**src/rtl/cpu_pkg.sv**
```systemverilog
// Shared constants for the Mini SRC control sequencer: opcodes, state encoding,
// and the instruction-class one-hot layout produced by instr_decode.
package cpu_pkg;

    localparam int unsigned OP_W  = 5;
    localparam int unsigned ST_W  = 4;
    localparam int unsigned CLS_W = 14;

    typedef logic [OP_W-1:0]  opcode_t;
    typedef logic [ST_W-1:0]  state_t;
    typedef logic [CLS_W-1:0] cls_t;

    // Mini SRC opcodes
    localparam opcode_t OP_LD   = 5'b00000;
    localparam opcode_t OP_LDI  = 5'b00001;
    localparam opcode_t OP_ST   = 5'b00010;
    localparam opcode_t OP_ADD  = 5'b00011;
    localparam opcode_t OP_SUB  = 5'b00100;
    localparam opcode_t OP_AND  = 5'b00101;
    localparam opcode_t OP_OR   = 5'b00110;
    localparam opcode_t OP_ROR  = 5'b00111;
    localparam opcode_t OP_ROL  = 5'b01000;
    localparam opcode_t OP_SHR  = 5'b01001;
    localparam opcode_t OP_SHRA = 5'b01010;
    localparam opcode_t OP_SHL  = 5'b01011;
    localparam opcode_t OP_ADDI = 5'b01100;
    localparam opcode_t OP_ANDI = 5'b01101;
    localparam opcode_t OP_ORI  = 5'b01110;
    localparam opcode_t OP_DIV  = 5'b01111;
    localparam opcode_t OP_MUL  = 5'b10000;
    localparam opcode_t OP_NEG  = 5'b10001;
    localparam opcode_t OP_NOT  = 5'b10010;
    localparam opcode_t OP_BR   = 5'b10011;
    localparam opcode_t OP_JR   = 5'b10100;
    localparam opcode_t OP_JAL  = 5'b10101;
    localparam opcode_t OP_IN   = 5'b10110;
    localparam opcode_t OP_OUT  = 5'b10111;
    localparam opcode_t OP_MFHI = 5'b11000;
    localparam opcode_t OP_MFLO = 5'b11001;
    localparam opcode_t OP_NOP  = 5'b11010;
    localparam opcode_t OP_HALT = 5'b11011;

    // ALU select used for address and branch-target arithmetic
    localparam opcode_t ALU_ADD = OP_ADD;

    // Sequencer states
    localparam logic [3:0] S_RESET = 4'd0;
    localparam logic [3:0] S_T0    = 4'd1;
    localparam logic [3:0] S_T1    = 4'd2;
    localparam logic [3:0] S_T2    = 4'd3;
    localparam logic [3:0] S_T3    = 4'd4;
    localparam logic [3:0] S_T4    = 4'd5;
    localparam logic [3:0] S_T5    = 4'd6;
    localparam logic [3:0] S_T6    = 4'd7;
    localparam logic [3:0] S_T7    = 4'd8;
    localparam logic [3:0] S_HALT  = 4'd9;

    // Bit positions within the instruction-class one-hot
    localparam int unsigned C_LD     = 0;
    localparam int unsigned C_LDI    = 1;
    localparam int unsigned C_ST     = 2;
    localparam int unsigned C_RTYPE  = 3;
    localparam int unsigned C_IMM    = 4;
    localparam int unsigned C_MULDIV = 5;
    localparam int unsigned C_NEGNOT = 6;
    localparam int unsigned C_BR     = 7;
    localparam int unsigned C_JR     = 8;
    localparam int unsigned C_IN     = 9;
    localparam int unsigned C_OUT    = 10;
    localparam int unsigned C_MF     = 11;
    localparam int unsigned C_NOP    = 12;
    localparam int unsigned C_HALT   = 13;

endpackage

```
**src/rtl/instr_decode.sv**
```systemverilog
// Opcode to instruction-class one-hot; jal and the unused 111xx codes fold into
// the no-execute class.
module instr_decode
    import cpu_pkg::*;
(
    input  logic [OP_W-1:0]  op,
    output logic [CLS_W-1:0] cls_c
);

    always_comb begin
        cls_c = '0;
        case (op)
            OP_LD:   cls_c[C_LD]  = 1'b1;
            OP_LDI:  cls_c[C_LDI] = 1'b1;
            OP_ST:   cls_c[C_ST]  = 1'b1;
            OP_ADD, OP_SUB, OP_AND, OP_OR, OP_ROR, OP_ROL,
            OP_SHR, OP_SHRA, OP_SHL:
                     cls_c[C_RTYPE] = 1'b1;
            OP_ADDI, OP_ANDI, OP_ORI:
                     cls_c[C_IMM] = 1'b1;
            OP_MUL, OP_DIV:
                     cls_c[C_MULDIV] = 1'b1;
            OP_NEG, OP_NOT:
                     cls_c[C_NEGNOT] = 1'b1;
            OP_BR:   cls_c[C_BR]  = 1'b1;
            OP_JR:   cls_c[C_JR]  = 1'b1;
            OP_IN:   cls_c[C_IN]  = 1'b1;
            OP_OUT:  cls_c[C_OUT] = 1'b1;
            OP_MFHI, OP_MFLO:
                     cls_c[C_MF]  = 1'b1;
            OP_HALT: cls_c[C_HALT] = 1'b1;
            default: cls_c[C_NOP] = 1'b1;
        endcase
    end

endmodule

```
**src/rtl/control_unit.sv**
```systemverilog
// Hardwired Mini SRC sequencer: fetch T0-T2, execute T3-T7, Moore decode of
// every datapath control from the state register and IR.
module control_unit
    import cpu_pkg::*;
#(
    parameter int unsigned RESET_PC_HOLD = 1
) (
    input  logic        Clock,
    input  logic        clear_n,
    input  logic [31:0] IR,
    input  logic        CON_FF,
    input  logic        Stop,
    output logic        Run,
    output logic [4:0]  opcode,
    output logic        Gra,
    output logic        Grb,
    output logic        Grc,
    output logic        Rin,
    output logic        Rout,
    output logic        BAout,
    output logic        HIin,
    output logic        LOin,
    output logic        Yin,
    output logic        Zin,
    output logic        PCin,
    output logic        IRin,
    output logic        MARin,
    output logic        MDRin,
    output logic        Inportin,
    output logic        Outportin,
    output logic        CONin,
    output logic        HIout,
    output logic        LOout,
    output logic        Zhighout,
    output logic        Zlowout,
    output logic        PCout,
    output logic        MDRout,
    output logic        Inportout,
    output logic        Cout,
    output logic        Read,
    output logic        Write,
    output logic        IncPC
);

    localparam int unsigned CNT_W = (RESET_PC_HOLD < 2) ? 1 : $clog2(RESET_PC_HOLD + 1);

    logic [ST_W-1:0]  state;
    logic [ST_W-1:0]  state_nxt;
    logic [CNT_W-1:0] hold_cnt;
    logic [CNT_W-1:0] hold_cnt_nxt;
    logic [CLS_W-1:0] cls;
    logic             last_c;
    logic             alu_c;
    logic [ST_W-1:0]  boundary_c;
    logic             ir_unused;

    assign ir_unused = ^IR[26:0];

    instr_decode u_decode (
        .op    (IR[31:27]),
        .cls_c (cls)
    );

    // State register and reset-hold counter
    always_ff @(posedge Clock or negedge clear_n) begin
        if (!clear_n) begin
            state    <= S_RESET;
            hold_cnt <= '0;
        end else begin
            state    <= state_nxt;
            hold_cnt <= hold_cnt_nxt;
        end
    end

    // Final execute step of each instruction class
    always_comb begin
        last_c = 1'b0;
        case (state)
            S_T3:    last_c = cls[C_JR] | cls[C_IN] | cls[C_OUT] | cls[C_MF];
            S_T4:    last_c = cls[C_NEGNOT];
            S_T5:    last_c = cls[C_RTYPE] | cls[C_IMM] | cls[C_LDI];
            S_T6:    last_c = cls[C_MULDIV] | cls[C_BR];
            S_T7:    last_c = 1'b1;
            default: last_c = 1'b0;
        endcase
    end

    // Stop only takes effect where the next state would otherwise be T0
    assign boundary_c = Stop ? S_HALT : S_T0;

    always_comb begin
        state_nxt    = state;
        hold_cnt_nxt = hold_cnt;
        case (state)
            S_RESET: begin
                if (hold_cnt == CNT_W'(RESET_PC_HOLD)) begin
                    state_nxt = boundary_c;
                end else begin
                    hold_cnt_nxt = hold_cnt + CNT_W'(1);
                end
            end
            S_T0: state_nxt = S_T1;
            S_T1: state_nxt = S_T2;
            S_T2: begin
                if (cls[C_HALT]) begin
                    state_nxt = S_HALT;
                end else if (cls[C_NOP]) begin
                    state_nxt = boundary_c;
                end else begin
                    state_nxt = S_T3;
                end
            end
            S_T3, S_T4, S_T5, S_T6, S_T7: begin
                state_nxt = last_c ? boundary_c : state + ST_W'(1);
            end
            S_HALT:  state_nxt = S_HALT;
            default: state_nxt = S_RESET;
        endcase
    end

    assign alu_c = cls[C_RTYPE] | cls[C_IMM] | cls[C_MULDIV] | cls[C_NEGNOT];

    // Output decode
    always_comb begin
        Run = 1'b0;       opcode = '0;
        Gra = 1'b0;       Grb = 1'b0;       Grc = 1'b0;
        Rin = 1'b0;       Rout = 1'b0;      BAout = 1'b0;
        HIin = 1'b0;      LOin = 1'b0;      Yin = 1'b0;       Zin = 1'b0;
        PCin = 1'b0;      IRin = 1'b0;      MARin = 1'b0;     MDRin = 1'b0;
        Inportin = 1'b0;  Outportin = 1'b0; CONin = 1'b0;
        HIout = 1'b0;     LOout = 1'b0;     Zhighout = 1'b0;  Zlowout = 1'b0;
        PCout = 1'b0;     MDRout = 1'b0;    Inportout = 1'b0; Cout = 1'b0;
        Read = 1'b0;      Write = 1'b0;     IncPC = 1'b0;

        case (state)
            S_T0: begin
                Run = 1'b1; PCout = 1'b1; MARin = 1'b1;
            end
            S_T1: begin
                Run = 1'b1; Read = 1'b1; MDRin = 1'b1;
            end
            S_T2: begin
                Run = 1'b1; MDRout = 1'b1; IRin = 1'b1; PCin = 1'b1; IncPC = 1'b1;
            end
            S_T3: begin
                Run = 1'b1;
                if (alu_c) opcode = IR[31:27];
                if (cls[C_RTYPE] | cls[C_IMM]) begin
                    Grb = 1'b1; Rout = 1'b1; Yin = 1'b1;
                end
                if (cls[C_LD] | cls[C_LDI] | cls[C_ST]) begin
                    Grb = 1'b1; BAout = 1'b1; Yin = 1'b1;
                end
                if (cls[C_MULDIV]) begin
                    Gra = 1'b1; Rout = 1'b1; Yin = 1'b1;
                end
                if (cls[C_NEGNOT]) begin
                    Grb = 1'b1; Rout = 1'b1; Zin = 1'b1;
                end
                if (cls[C_BR]) begin
                    Gra = 1'b1; Rout = 1'b1; CONin = 1'b1;
                end
                if (cls[C_JR]) begin
                    Gra = 1'b1; Rout = 1'b1; PCin = 1'b1;
                end
                if (cls[C_IN]) begin
                    Inportout = 1'b1; Gra = 1'b1; Rin = 1'b1;
                end
                if (cls[C_OUT]) begin
                    Gra = 1'b1; Rout = 1'b1; Outportin = 1'b1;
                end
                if (cls[C_MF]) begin
                    HIout = ~IR[27]; LOout = IR[27]; Gra = 1'b1; Rin = 1'b1;
                end
            end
            S_T4: begin
                Run = 1'b1;
                if (alu_c) opcode = IR[31:27];
                if (cls[C_RTYPE]) begin
                    Grc = 1'b1; Rout = 1'b1; Zin = 1'b1;
                end
                if (cls[C_IMM]) begin
                    Cout = 1'b1; Zin = 1'b1;
                end
                if (cls[C_LD] | cls[C_LDI] | cls[C_ST]) begin
                    Cout = 1'b1; Zin = 1'b1; opcode = ALU_ADD;
                end
                if (cls[C_MULDIV]) begin
                    Grb = 1'b1; Rout = 1'b1; Zin = 1'b1;
                end
                if (cls[C_NEGNOT]) begin
                    Zlowout = 1'b1; Gra = 1'b1; Rin = 1'b1;
                end
                if (cls[C_BR]) begin
                    PCout = 1'b1; Yin = 1'b1;
                end
            end
            S_T5: begin
                Run = 1'b1;
                if (alu_c) opcode = IR[31:27];
                if (cls[C_RTYPE] | cls[C_IMM] | cls[C_LDI]) begin
                    Zlowout = 1'b1; Gra = 1'b1; Rin = 1'b1;
                end
                if (cls[C_LD] | cls[C_ST]) begin
                    Zlowout = 1'b1; MARin = 1'b1;
                end
                if (cls[C_MULDIV]) begin
                    Zlowout = 1'b1; LOin = 1'b1;
                end
                if (cls[C_BR]) begin
                    Cout = 1'b1; Zin = 1'b1; opcode = ALU_ADD;
                end
            end
            S_T6: begin
                Run = 1'b1;
                if (alu_c) opcode = IR[31:27];
                if (cls[C_LD]) begin
                    Read = 1'b1; MDRin = 1'b1;
                end
                if (cls[C_ST]) begin
                    Gra = 1'b1; Rout = 1'b1; MDRin = 1'b1;
                end
                if (cls[C_MULDIV]) begin
                    Zhighout = 1'b1; HIin = 1'b1;
                end
                // Branch target is committed only when the condition holds
                if (cls[C_BR]) begin
                    Zlowout = 1'b1; PCin = CON_FF;
                end
            end
            S_T7: begin
                Run = 1'b1;
                if (alu_c) opcode = IR[31:27];
                if (cls[C_LD]) begin
                    MDRout = 1'b1; Gra = 1'b1; Rin = 1'b1;
                end
                if (cls[C_ST]) Write = 1'b1;
            end
            default: Run = 1'b0;
        endcase
    end

endmodule
```
**config.mk**
```make
export PLATFORM = sky130hd
export DESIGN_NAME = control_unit
export DESIGN_NICKNAME = d
export VERILOG_FILES = /design/src/rtl/cpu_pkg.sv /design/src/rtl/instr_decode.sv /design/src/rtl/control_unit.sv
export SDC_FILE = /design/constraint.sdc
export NUM_CORES = 1
export LEC_CHECK = 0
export BUFFER_PORTS_ARGS = -buffer_cell sky130_fd_sc_hd__buf_2
export CAP_MARGIN = 20
export CELL_PAD_IN_SITES_DETAIL_PLACEMENT = 0
export CELL_PAD_IN_SITES_GLOBAL_PLACEMENT = 1
export CORE_ASPECT_RATIO = 0.75
export CORE_MARGIN = 2
export CORE_UTILIZATION = 27
export DETAILED_ROUTE_END_ITERATION = 8
export PLACE_DENSITY = 0.86
export SYNTH_ARGS = -nofsm -noshare
export SYNTH_HDL_FRONTEND = slang
export SYNTH_SLANG_ARGS = --single-unit
```
**constraint.sdc**
```tcl
create_clock -name Clock -period 2.9 [get_ports Clock]
set_input_delay 0.725 -clock Clock [delete_from_list [all_inputs] [get_ports Clock]]
set_output_delay 0.725 -clock Clock [all_outputs]
set_load 0.01 [all_outputs]
```
# --- Word-level counts from Yosys, hierarchy flattened ---
# Index checks and enable logic that the tools add are counted.
word_totals:
  regBits: 5
  latchBits: 0
  ramBits: 0
  romBits: 0
  in_bits: 36
  output_inout_bits: 34
  wordCells: 152
  mem_count: 0
op_classes:
  n_addsub: 2
  multipliers: 0
  div_mod_pow: 0
  magnitude_cmp: 0
  n_eq_ne: 35
  shifts: 0
  muxes: 90
  bitwise_logic: 12
  n_reduce_logical: 11
op_table:
  columns: ["cell", "n"]
  rows:
  - ["two-way mux 1 bit", 65]
  - ["== test 5 bit (second input constant)", 10]
  - ["== test 5 x 4 -> 1 bit (second input constant)", 8]
  - ["OR reduction 26 bit", 1]
  - ["one-hot mux 4 bit (6 select lines)", 1]
  - ["== test 5 x 3 -> 1 bit (second input constant)", 4]
  - ["two-way mux 4 bit", 5]
  - ["== test 4 x 3 -> 1 bit (second input constant)", 4]
  - ["one-hot mux 1 bit (2 select lines)", 8]
  - ["two-way mux 5 bit", 3]
  - ["one-hot mux 5 bit (3 select lines)", 1]
  - ["one-hot mux 1 bit (3 select lines)", 4]
  - ["bitwise OR 1 bit", 11]
  - ["== test 5 x 2 -> 1 bit (second input constant)", 2]
  - ["one-hot mux 1 bit (5 select lines)", 2]
  - ["OR reduction 9 bit", 1]
  - ["== test 4 x 2 -> 1 bit (second input constant)", 2]
  - ["== test 4 bit (second input constant)", 2]
  - ["OR reduction 8 bit", 1]
  - ["OR reduction 2 bit", 3]
  - ["OR reduction 3 bit", 2]
  - ["== test 5 x 1 -> 1 bit (second input constant)", 1]
  - ["logical NOT 5 bit", 1]
  - ["OR reduction 5 bit", 1]
  - ["other kinds (7)", 7]

# --- Longest topological paths before layout ---
# Gate-level depths: netlist of the first run.
depth:
  ltp_word: 11
  depth_mapped: 8
  ltp_nobuf: 7

# --- By module ---
# From an unflattened synthesis of the first run, not the netlist that was laid out.
hier_totals:
  hier_cells: 166
  hier_area_um2: 1072.3
by_module_without_submodules:
  columns: ["module", "instances", "cells_each", "area_per_inst_um2", "seq_area_each_um2"]
  rows:
  - ["control_unit", 1, 138, 928.4, 125.1]
  - ["instr_decode", 1, 28, 143.9, 0.0]

# --- Worst setup path after synthesis of the first run ---
# No wires, ideal clock.
synth_timing:
  path_kind: "input -> output"
  from: "in IR[28]"
  to: "out Rout"
  arrival_time_ps: 1889
  t_required_ps: 2175
  path_slack_ps: 286
  cell_stages: 6
  path_buffers: 1
  path_cell_list: "and2_1 -> clkbuf_1 -> nor3_1 -> nor4b_1 -> nor2_1 -> o221ai_1"
synth_via:
  elab_chain_len: 11
  word_cells_on_any_way: 43
  cone_classes: "20 x eq/ne; 18 x mux; 1 x bitwise; 4 x reduce/logical"
synth_lines:
  columns: ["element", "line", "text"]
  rows:
  - ["from (decl)", "control_unit.sv:10", "input logic [31:0] IR,"]
  - ["== test 5 x 2 -> 1 bit (tied with other cells)", "instr_decode.sv:12", "case (op)"]
  - ["OR reduction 9 bit or OR reduction 3 bit (tied branches)", null, null]
  - ["two-way mux 1 bit", "instr_decode.sv:12", null]
  - ["bitwise OR 1 bit", "control_unit.sv:148", "if (cls[C_RTYPE] | cls[C_IMM]) begin"]
  - ["two-way mux 1 bit", "control_unit.sv:148", null]
  - ["two-way mux 1 bit", "control_unit.sv:154", "if (cls[C_MULDIV]) begin"]
  - ["two-way mux 1 bit", "control_unit.sv:157", "if (cls[C_NEGNOT]) begin"]
  - ["two-way mux 1 bit", "control_unit.sv:160", "if (cls[C_BR]) begin"]
  - ["two-way mux 1 bit", "control_unit.sv:163", "if (cls[C_JR]) begin"]
  - ["two-way mux 1 bit", "control_unit.sv:169", "if (cls[C_OUT]) begin"]
  - ["one-hot mux 1 bit (3 select lines) (*)", "control_unit.sv:135", "case (state)"]
  - ["to (decl)", "control_unit.sv:19", "output logic Rout,"]
# Mark *: on every way between the ends. The rest lies on a longest branch, timed or not.

# --- Worst setup path in the final report of the first run ---
layout_timing:
  from: "in IR[30]"
  to: "out Gra"
layout_via:
  elab_chain_len: 10
  word_cells_on_any_way: 55
  cone_classes: "24 x eq/ne; 23 x mux; 2 x bitwise; 6 x reduce/logical"
layout_lines:
  columns: ["element", "line", "text"]
  rows:
  - ["== test 5 bit or == test 5 x 4 -> 1 bit (tied branches)", "instr_decode.sv:12", null]
  - ["OR reduction 2 bit", "instr_decode.sv:12", null]
  - ["two-way mux 1 bit", "instr_decode.sv:12", null]
  - ["two-way mux 1 bit", "control_unit.sv:154", null]
  - ["two-way mux 1 bit", "control_unit.sv:160", null]
  - ["two-way mux 1 bit", "control_unit.sv:163", null]
  - ["two-way mux 1 bit", "control_unit.sv:166", "if (cls[C_IN]) begin"]
  - ["two-way mux 1 bit", "control_unit.sv:169", null]
  - ["two-way mux 1 bit", "control_unit.sv:172", "if (cls[C_MF]) begin"]
  - ["one-hot mux 1 bit (5 select lines) (*)", "control_unit.sv:135", null]
  - ["to (decl)", "control_unit.sv:15", "output logic Gra,"]
# Marked as above.

==> results.md, run 1 <==
- 1st-iter DRT viols: about 120
- WL final: 3830 µm
- Largest family of logic cells by synthesized area: simple AND/OR/NAND/NOR gates
- Total power: ~0.0010 W
- Cell Pwr Density: between 700 and 800 nW/µm²
- Die height: between 50 and 60 µm
- Req. time, crit path: about 2.2 ns
- Max rail drop VDD: approximately 0.46 mV
- Fin crit period: approximately 2.8 ns
- Synth Area in Compound Gates: roughly a third
- Setup Skew: approximately 0.00028 ns
- Register area share after synthesis: between 10% and 20%
- Global placer's final weighted congestion: 0.876
- Setup_tns: 0 ns
- DRT antenna net count: 0
- Yosys warning total: 0
- Final period util: around 97%
- CP Capture Type: output pin
- Diode count: 0
- Post-DP HPWL: between 3000 and 4000 µm
- Gr usage total: 17.2%
- Mux cell area share after synthesis: 1.86%
- R2R Setup Slk: 0.87 ns
- Status: complete, no violations
- WP data arrival: 2.08 ns
- Top post-synthesis cells by count: nor2_1 (23), nand2_1 (16), a21oi_1 (11)
- Clock tree from TritonCTS: built
- Input/output buffers: 41
- Synthesized area: between 1000 and 1500 µm²
- Mean area per synthesized cell: about 6.4 µm²
- CTS H-Tree Depth: 1
- Clock slew at reported path FFs: ~0.03 ns
- CP top delay family: simple AND/OR/NAND/NOR gates
- Syn Inst Count: 168
- Largest net degree at the start of global routing: 15
- Hold Crit Class: primary input to asynchronous set/reset pin
- Grt ovf: 0
- # nets final: 252
- DR vias: around 1500
- Yosys cell types: 44
- Fmax: roughly 0.36 GHz
- Main flop type after synthesis: dfrtp_1
- Vias in the first global route: between 1000 and 1500
- Avg WL per Cell: between 10 and 15 µm
- Die Wd: roughly 77 µm
- Clock Latency Late Sink: between 0.2 and 0.25 ns
- #FFs+latches synth: 5
- Post-route cell area: around 1400 µm²
- Synth async-reset ratio: 100%
- Adder-cell share of the synthesized area: approximately 4.6%
- Reg2reg path depth: 6
- Num CTS Buffers: 3
- Final setup fails: 0
- Max Root-Sink Buffers: 2
- MaxCap Viol Count: 0
- Starting Density: 28.9%
- Layout area overhead: 34.3%
- Dpl cell area: around 1400 µm²
- Max FO, Critical Path: 3
- Layout cell share with drive strength beyond 1: roughly 35%
- Router iterations before antenna repair: 4
- Slowest Stage Delay on Critical Path: 0.41 ns
- Leakage: a little under 0.7 nW
- RSZ-0062 raised after global routing: false
- Critical path type: primary input to output pin
- Rows: 19
- Top-count cell post-synth: nor2_1
- Syn_nets: 208
- First-pass GRT wire length: around 6400 µm
- Crit path buf inv count: 3
- CTS sink count: 5
- Max Slew Vio Count: 0
- Post-synth top area share: 11.6%
- Initial antenna violation count: 0
- Die area: around 4500 µm²
- Critical path's slowest cell: or3_1
- Crit start category: primary input
- DR DRC count: 0
- CP Depth: 7
- Count of final hold-check violations: 0
- Vias per cell: between 5 and 6
- Area leader, netlist: dfrtp_1
- # IOs: 70
- Post-CTS Setup Bufs: 0
- CTS root buf: clkbuf_8
- Hold Worst Slack: about 0.31 ns
- Post-synth EDFFs: 0
- Placeable Area: approximately 3700 µm²
- Post-synthesis simple-gate area fraction: between 30% and 40%
- Post-Synth XOR/XNOR Area: less than 1%
- CP Cell Sequence: buf_2, or3_1, buf_4, or3_4, nand2_1, or3_1, buf_2
- Largest cells by area after synthesis: dfrtp_1 (12%), nor2_1 (8.0%), nand2_1 (5.6%)
-- path summary, 6_finish.rpt --
path | from | end
worst max-delay path | IR[30] | Gra
worst min-delay path | clear_n | hold_cnt
worst max register to register | state[0] | state[0]
worst min register to register | hold_cnt | hold_cnt
max in group asynchronous | clear_n | state[0]
min in group Clock | hold_cnt | hold_cnt
-- registers in the layout (all words and copies together) (netlist names) --
signal,count
state,4
hold_cnt,1
-- area by class of cell --
class	count	area (µm²)
inverters	9	33.8
well taps	52	65.1
flip-flops and latches	5	125
repair buffers	54	303
multi-input cells	139	875
fillers	424	2290
clock buffers	4	45.0
-- logic make-up (layout without fill, tap and decap cells) --
logic type,count (synthesis),count (layout)
muxes,2,2
and+or+nand+nor,81,81
AOI/OAI and AO/OA,50,50
xor gates and xnor gates,1,1
adders and majority gates,4,4
DFF,5,5
other,1,1
buffers and inverters,24,67
-- stage by stage --
step                setup WS [ns]  utilization, %  instances
floorplan                   0.286               -        168
global placement           0.0704            36.6        259
detailed placement         0.0704            36.6        259
CTS                        0.0156            37.8        263
global route               0.0118            38.8        263
finish                     0.0982            38.8        263
-- what timing repair did --
action | CTS | global route
gates resized for setup | 0 | 10
setup endpoints to repair | 0 | 9
hold buffers | 0 | 0
-- power by group --
group	leakage, nW	internal, W	total (W)	switching (W)
Combinational	0.594	0.000312	0.000764	0.000452
Clock	0.0228	0.0000940	0.000124	0.0000297
Sequential	0.0601	0.0000983	0.000145	0.0000471
-- layout by cell type, fill, tap and decap left out, types with 3 or more instances in the layout --
cell and instances:
buf_2 41, nand3_1 6, dfrtp_1 5, o21a_1 3, nor3_1 6, a31oi_1 3, nor2b_1 4, nand4_1 3
or2_2 3, nand2b_1 6, nor2_1 22, o31ai_1 3, o21ai_0 8, ha_2 3, o221ai_1 4, a21oi_1 10
clkbuf_8 3, nand2_1 14, inv_1 9, buf_4 13
-- routing by layer --
layer / GRT usage [%] / wire length (µm) / vias to the layer above / share of wire, %
met4: 3.38 / 9 / 0 / 0.24
met3: 1.84 / 336 / 2 / 8.8
met1: 26.8 / 1930 / 696 / 50
met5: 0 / 0 / - / 0
li1: - / - / 701 / -
met2: 25.4 / 1550 / 68 / 40
(Power assumes the default switching activity.)
==> inputs of run 2 (changes only) <==
- CTS_CLUSTER_SIZE: default -> 12
- clock period: 2.9 -> 3.21 ns (I/O delays scaled with it)
==> results.md, run 2 (synthesized netlist as in run 1, its figures left out) <==
- Initial antenna violation count: 0 (unchanged)
- Max Root-Sink Buffers: 2 (unchanged)
- WL final: 3650 µm (-4.6%)
- GR Util met2: 22.6% (-2.9 points)
- RSZ-0062 raised after global routing: false
- Critical path type: primary input to output pin
- Switching part of the total power: 51.6% (+0.43 points)
- Setup Skew: 0.00169 ns (+0.00140 ns)
- Commonest cells after routing, fill and taps aside: buf_2 (41), nor2_1 (23), nand2_1 (16)
- Diode count: 0 (unchanged)
- Layout cell share with drive strength beyond 1: 28.2% (-6.4 points)
- Clock tree from TritonCTS: built
- Final setup fails: 0 (unchanged)
- Status: complete, no violations
- Crit start category: primary input
- Cell Pwr Density: 637 nW/µm² (-11%)
- Largest net degree at the start of global routing: 15 (unchanged)
- Setup_tns: 0 ns (unchanged)
- M3 GR Usage: 0.613% (-1.2 points)
- Vias per cell: 5.45 (-2.4%)
- Die height: 58.7 µm (unchanged)
- Max FO, Critical Path: 11 (+8)
- Input/output buffers: 41 (unchanged)
- Placeable Area: 3730 µm² (unchanged)
- Vias in the first global route: 1211 (-6.6%)
- DR DRC count: 0 (unchanged)
- Die Wd: 76.9 µm (unchanged)
- Gr usage total: 16.2% (-1.0 points)
- Avg WL per Cell: 14.1 µm (-2.8%)
- P_sw: 0.000451 W (-15%)
- DR vias: 1405 (-4.2%)
- GRT met1 Usage: 26.6% (-0.19 points)
- Max rail drop VDD: 0.440 mV (-4.9%)
- Crit Reg-Reg Startpoint: state[1]
- Leakage: 0.654 nW (-3.4%)
- Busiest layer in global routing: met1
- Hold Crit Class: primary input to asynchronous set/reset pin
- WP data arrival: 2.24 ns (+0.16 ns)
- Fin crit period: between 3 and 4 ns
- Router iterations before antenna repair: 4 (unchanged)
- Count of final hold-check violations: 0 (unchanged)
- Seq pwr share: 15.5% (+1.4 points)
- Final period util: 94.7%
- Die area: 4520 µm² (unchanged)
- Max Slew Vio Count: 0 (unchanged)
- CTS root buf: clkbuf_8
- R2R Setup Slk: 1.06 ns (+0.19 ns)
- Fillers: 429 (+1.2%)
- Post-CTS Setup Bufs: 0 (unchanged)
- Clock slew at reported path FFs: 0.03 ns (about the same)
- Worst setup path start: IR[31]
- Req. time, crit path: 2.41 ns (+0.24 ns)
- Fmax: 0.329 GHz
- CP Capture Type: output pin
- Register with the most flip-flops: state
- CTS hold repair buffers: 0 (unchanged)
- Clock power frac: 13.0% (+1.0 points)
- DRT antenna net count: 0 (unchanged)
- MaxCap Viol Count: 0 (unchanged)
- Grt ovf: 0 (unchanged)
- Clock Latency Late Sink: 0.22 ns (about the same)
- Logic pwr share: 71.5% (-2.5 points)
- Largest regs: state x4, hold_cnt x1
- Rows: 19 (unchanged)
- First-pass GRT wire length: 5970 µm (-6.3%)
- Cell-internal power: 0.000423 W (-16%)
- PostCTS Resize Cnt: 0 (unchanged)
- Core Util, Final: 36.8% (-1.9 points)
- CTS H-Tree Depth: 1 (unchanged)
- # IOs: 70 (unchanged)
- # nets final: 247 (-2.0%)
- Global placer's final weighted congestion: 0.876 (about the same)
- Post-DP HPWL: 2860 µm (-5.0%)
- Layout area overhead: 27.5%
- Most common cell after layout, fill and taps aside: buf_2
- 1st-iter DRT viols: 188 (+63%)
- Starting Density: 28.9% (unchanged)
- Num CTS Buffers: 3 (unchanged)
- CTS sink count: 5 (unchanged)
- Largest register FFs: 4 (unchanged)
run 2: cell types whose count changed in the layout (fill, tap and decap cells not counted), moves of 2 or more:
cell | previous run | this run
nand2_2 | 2 | 0
ha_1 | 1 | 4
ha_2 | 3 | 0
buf_4 | 13 | 8
nand2_1 | 14 | 16
run 2: stage by stage:
stage,instances,total power (W),hold slack [ns],setup slack [ns],area (µm²)
finish,258,0.000875,0.388,0.171,1370
global route,258,0.000972,0.393,0.0232,1370
floorplan,168,0.000560,0.473,0.441,1080
detailed placement,254,0.000761,0.526,0.192,1330
CTS,258,0.000880,0.387,0.189,1370
global placement,254,0.000756,0.526,0.189,1330
run 2: cell type report:
class | count | area, µm² | area share [%]
Multi-Input combinational cell | 139 | 840 | 61.1
Timing Repair Buffer | 49 | 265 | 19.3
Sequential cell | 5 | 125 | 9.11
Tap cell | 52 | 65.1 | 4.74
Clock buffer | 4 | 45.0 | 3.28
Inverter | 9 | 33.8 | 2.46
run 2: worst paths after layout:
kind / endpoint / cells past startpoint
max: Rout / 7
min: state[0] / 1
max reg2reg: state[3] / 7
min reg2reg: hold_cnt / 1
max in group asynchronous: hold_cnt / 1
min in group Clock: hold_cnt / 1
run 2: power by group through the flow:
stage,combinational [W],sequential (W),clock [W]
final,0.000626,0.000136,0.000113
after global routing,0.000707,0.000144,0.000121
after CTS,0.000627,0.000135,0.000117
after detailed placement,0.000625,0.000135,0
after global placement,0.000621,0.000135,0
after floorplan,0.000455,0.000105,0
run 2: routing by layer:
metal  share of wire [%]  up-vias  wire [µm]
met3                 9.6        4        350
met2                  38       77       1390
met4                0.68        0         25
met5                   0        -          0
li1                    -      689          -
met1                  52      635       1880
run 2: critical path, stage by stage:
cell and delay (ns):
buf_2 0.16, or3_1 0.40, or2_2 0.33, nor2_1 0.22
nor2_1 0.08, o221ai_1 0.07, buf_2 0.16
==> inputs of run 3 (changes only) <==
- ABC_AREA: default -> 1
- PLACE_DENSITY: 0.86 -> 0.87
==> results.md, run 3 <==
- Placeable Area: 4000 µm² (+7.3%)
- Largest cells by area after synthesis: nand2_1 (11%), nor2_1 (11%), dfrtp_1 (11%)
- Largest register FFs: 4 (unchanged)
- Hold Worst Slack: 0.379 ns (-0.00892 ns)
- Die Wd: 78.2 µm (+1.6%)
- Clock slew at reported path FFs: 0.04 ns (about the same)
- GRT met1 Usage: 26.1% (-0.59 points)
- Fmax: 0.337 GHz (+2.5%)
- Post-CTS Setup Bufs: 0 (unchanged)
- Final period util: 92.4% (-2.3 points)
- DR vias: 1370 (-2.5%)
- First-pass GRT wire length: 5660 µm (-5.1%)
- Max Root-Sink Buffers: 2 (unchanged)
- RSZ-0062 raised after global routing: false
- WL final: 3570 µm (-2.2%)
- Post-DP HPWL: 2950 µm (+3.2%)
- Initial antenna violation count: 0 (unchanged)
- Crit path buf inv count: 3 (+1)
- CTS root buf: clkbuf_8
- CTS hold repair buffers: 0 (unchanged)
- Num CTS Buffers: 3 (unchanged)
- Clock Latency Late Sink: 0.23 ns (about the same)
- Synth async-reset ratio: 100% (unchanged)
- Largest regs: state x4, hold_cnt x1
- DR DRC count: 0 (unchanged)
- Rows: 20 (+1)
- PostCTS Resize Cnt: 0 (unchanged)
- Vias in the first global route: 1146 (-5.4%)
- Status: complete, no violations
- # IOs: 70 (unchanged)
- Post-synth top area share: 11.4% (-0.17 points)
- Largest net degree at the start of global routing: 12 (-3)
- Req. time, crit path: 2.41 ns (about the same)
- Clock tree from TritonCTS: built
- FF-to-FF End: state[0]
- Max FO, Critical Path: 9 (-2)
- WP data arrival: 2.16 ns (-0.08 ns)
- Most common cell after layout, fill and taps aside: buf_2
- Hold Crit Class: primary input to asynchronous set/reset pin
- CP Capture Type: output pin
- #FFs+latches synth: 5 (unchanged)
- Register with the most flip-flops: state
- Post-synth EDFFs: 0 (unchanged)
- CTS sink count: 5 (unchanged)
- Vias per cell: 4.66 (-14%)
- Setup_tns: 0 ns (unchanged)
- Input/output buffers: 41 (unchanged)
- Mean area per synthesized cell: 5.69 µm² (-11%)
- Top post-synthesis cells by count: nand2_1 (34), nor2_1 (34), inv_1 (27)
- Reg2reg path depth: 11 (+4)
- Router iterations before antenna repair: 5 (+1)
- Slowest Stage Delay on Critical Path: 0.35 ns (-0.05 ns)
- Synthesized area: 1110 µm² (+3.5%)
- Layout area overhead: 27.5% (about the same)
- Busiest layer in global routing: met1
- CP Cell Sequence: buf_2, nor2_4, nand2_2, nand2_2, inv_1, nor3_1, nor2_1, nor2_1, o21ai_0, buf_2
- Die height: 59.7 µm (+1.6%)
- Area leader, netlist: nand2_1
- Leakage: 0.829 nW (+27%)
- Yosys cell types: 30 (-32%)
- Core Util, Final: 35.5% (-1.3 points)
- Count of final hold-check violations: 0 (unchanged)
- Critical path type: primary input to output pin
- Fin crit period: 2.97 ns (-0.0735 ns)
- Diode count: 0 (unchanged)
- Die area: 4660 µm² (+3.3%)
- Global placer's final weighted congestion: 0.853 (-2.6%)
- Avg WL per Cell: 12.1 µm (-14%)
- CP Depth: 10 (+3)
- Starting Density: 27.8% (-1.0 points)
- Syn Inst Count: 196 (+17%)
- Crit start category: primary input
- M3 GR Usage: 2.57% (+2.0 points)
- MaxCap Viol Count: 0 (unchanged)
- Max Slew Vio Count: 0 (unchanged)
- Crit Reg-Reg Startpoint: state[1]
- Commonest cells after routing, fill and taps aside: buf_2 (41), nor2_1 (34), nand2_1 (34)
- Setup Skew: 0.00430 ns (+0.00262 ns)
- Layout cell share with drive strength beyond 1: 31.4% (+3.2 points)
- Cell Pwr Density: 616 nW/µm² (-3.3%)
- Grt ovf: 0 (unchanged)
- CTS H-Tree Depth: 1 (unchanged)
- DRT antenna net count: 0 (unchanged)
- Yosys warning total: 0 (unchanged)
- Final setup fails: 0 (unchanged)
- Register area share after synthesis: 11.2% (-0.39 points)
- 1st-iter DRT viols: 119 (-37%)
- Gr usage total: 15.4% (-0.79 points)
- GR Util met2: 19.7% (-2.9 points)
- CP top delay family: simple AND/OR/NAND/NOR gates
- R2R Setup Slk: 1.41 ns (+0.35 ns)
- # nets final: 280 (+13%)
- Critical path's slowest cell: nor3_1
- Max rail drop VDD: 0.225 mV (-49%)
- Syn_nets: 236 (+13%)
- Main flop type after synthesis: dfrtp_1
run 3: per-layer routing:
layer / routed length (µm) / vias up
met5: 0 / -
met4: 18 / 0
met3: 346 / 3
met2: 1290 / 64
met1: 1920 / 582
li1: - / 721
run 3: cell type report:
| type | instances | area (µm²) |
|---|---|---|
| clock buffer | 4 | 45.0 |
| fill | 468 | 2580 |
| inverter | 35 | 133 |
| multi-input combinational | 152 | 830 |
| sequential | 5 | 125 |
| tap | 55 | 68.8 |
| timing repair buffer | 43 | 220 |
run 3: worst max path at each step:
stage	from	endpoint	slack (ns)
2_1_floorplan	IR[28]	opcode[4]	0.67
3_3_place_gp	IR[30]	Zlowout	0.30
3_5_place_dp	IR[30]	Zlowout	0.24
4_1_cts	IR[30]	Zlowout	0.24
5_1_grt	IR[30]	Zlowout	0.12
6_report	IR[30]	Zlowout	0.24
run 3: report_power, final:
part	switching, W	leakage, nW	internal, W
clock	0.0000333	0.0228	0.0000854
combinational	0.000406	0.747	0.000223
sequential	0.0000377	0.0593	0.0000900
total	0.000477	0.829	0.000398
run 3: cells by family after synthesis:
logic type,Yosys count,share of synthesized area [%]
xor gates and xnor gates,2,1.57
DFF,5,11.2
adders and majority gates,4,4.49
AOI/OAI and AO/OA,23,13.5
other,1,0.336
and+or+nand+nor,122,54.5
buffers and inverters,39,14.4
run 3: through the flow:
step / cell area [µm²] / power, W / setup slack, ns / instances
finish: 1420 / 0.000876 / 0.245 / 294
floorplan: 1110 / 0.000574 / 0.674 / 196
CTS: 1420 / 0.000877 / 0.238 / 294
detailed placement: 1380 / 0.000752 / 0.243 / 290
global route: 1420 / 0.000977 / 0.116 / 294
global placement: 1380 / 0.000757 / 0.297 / 290
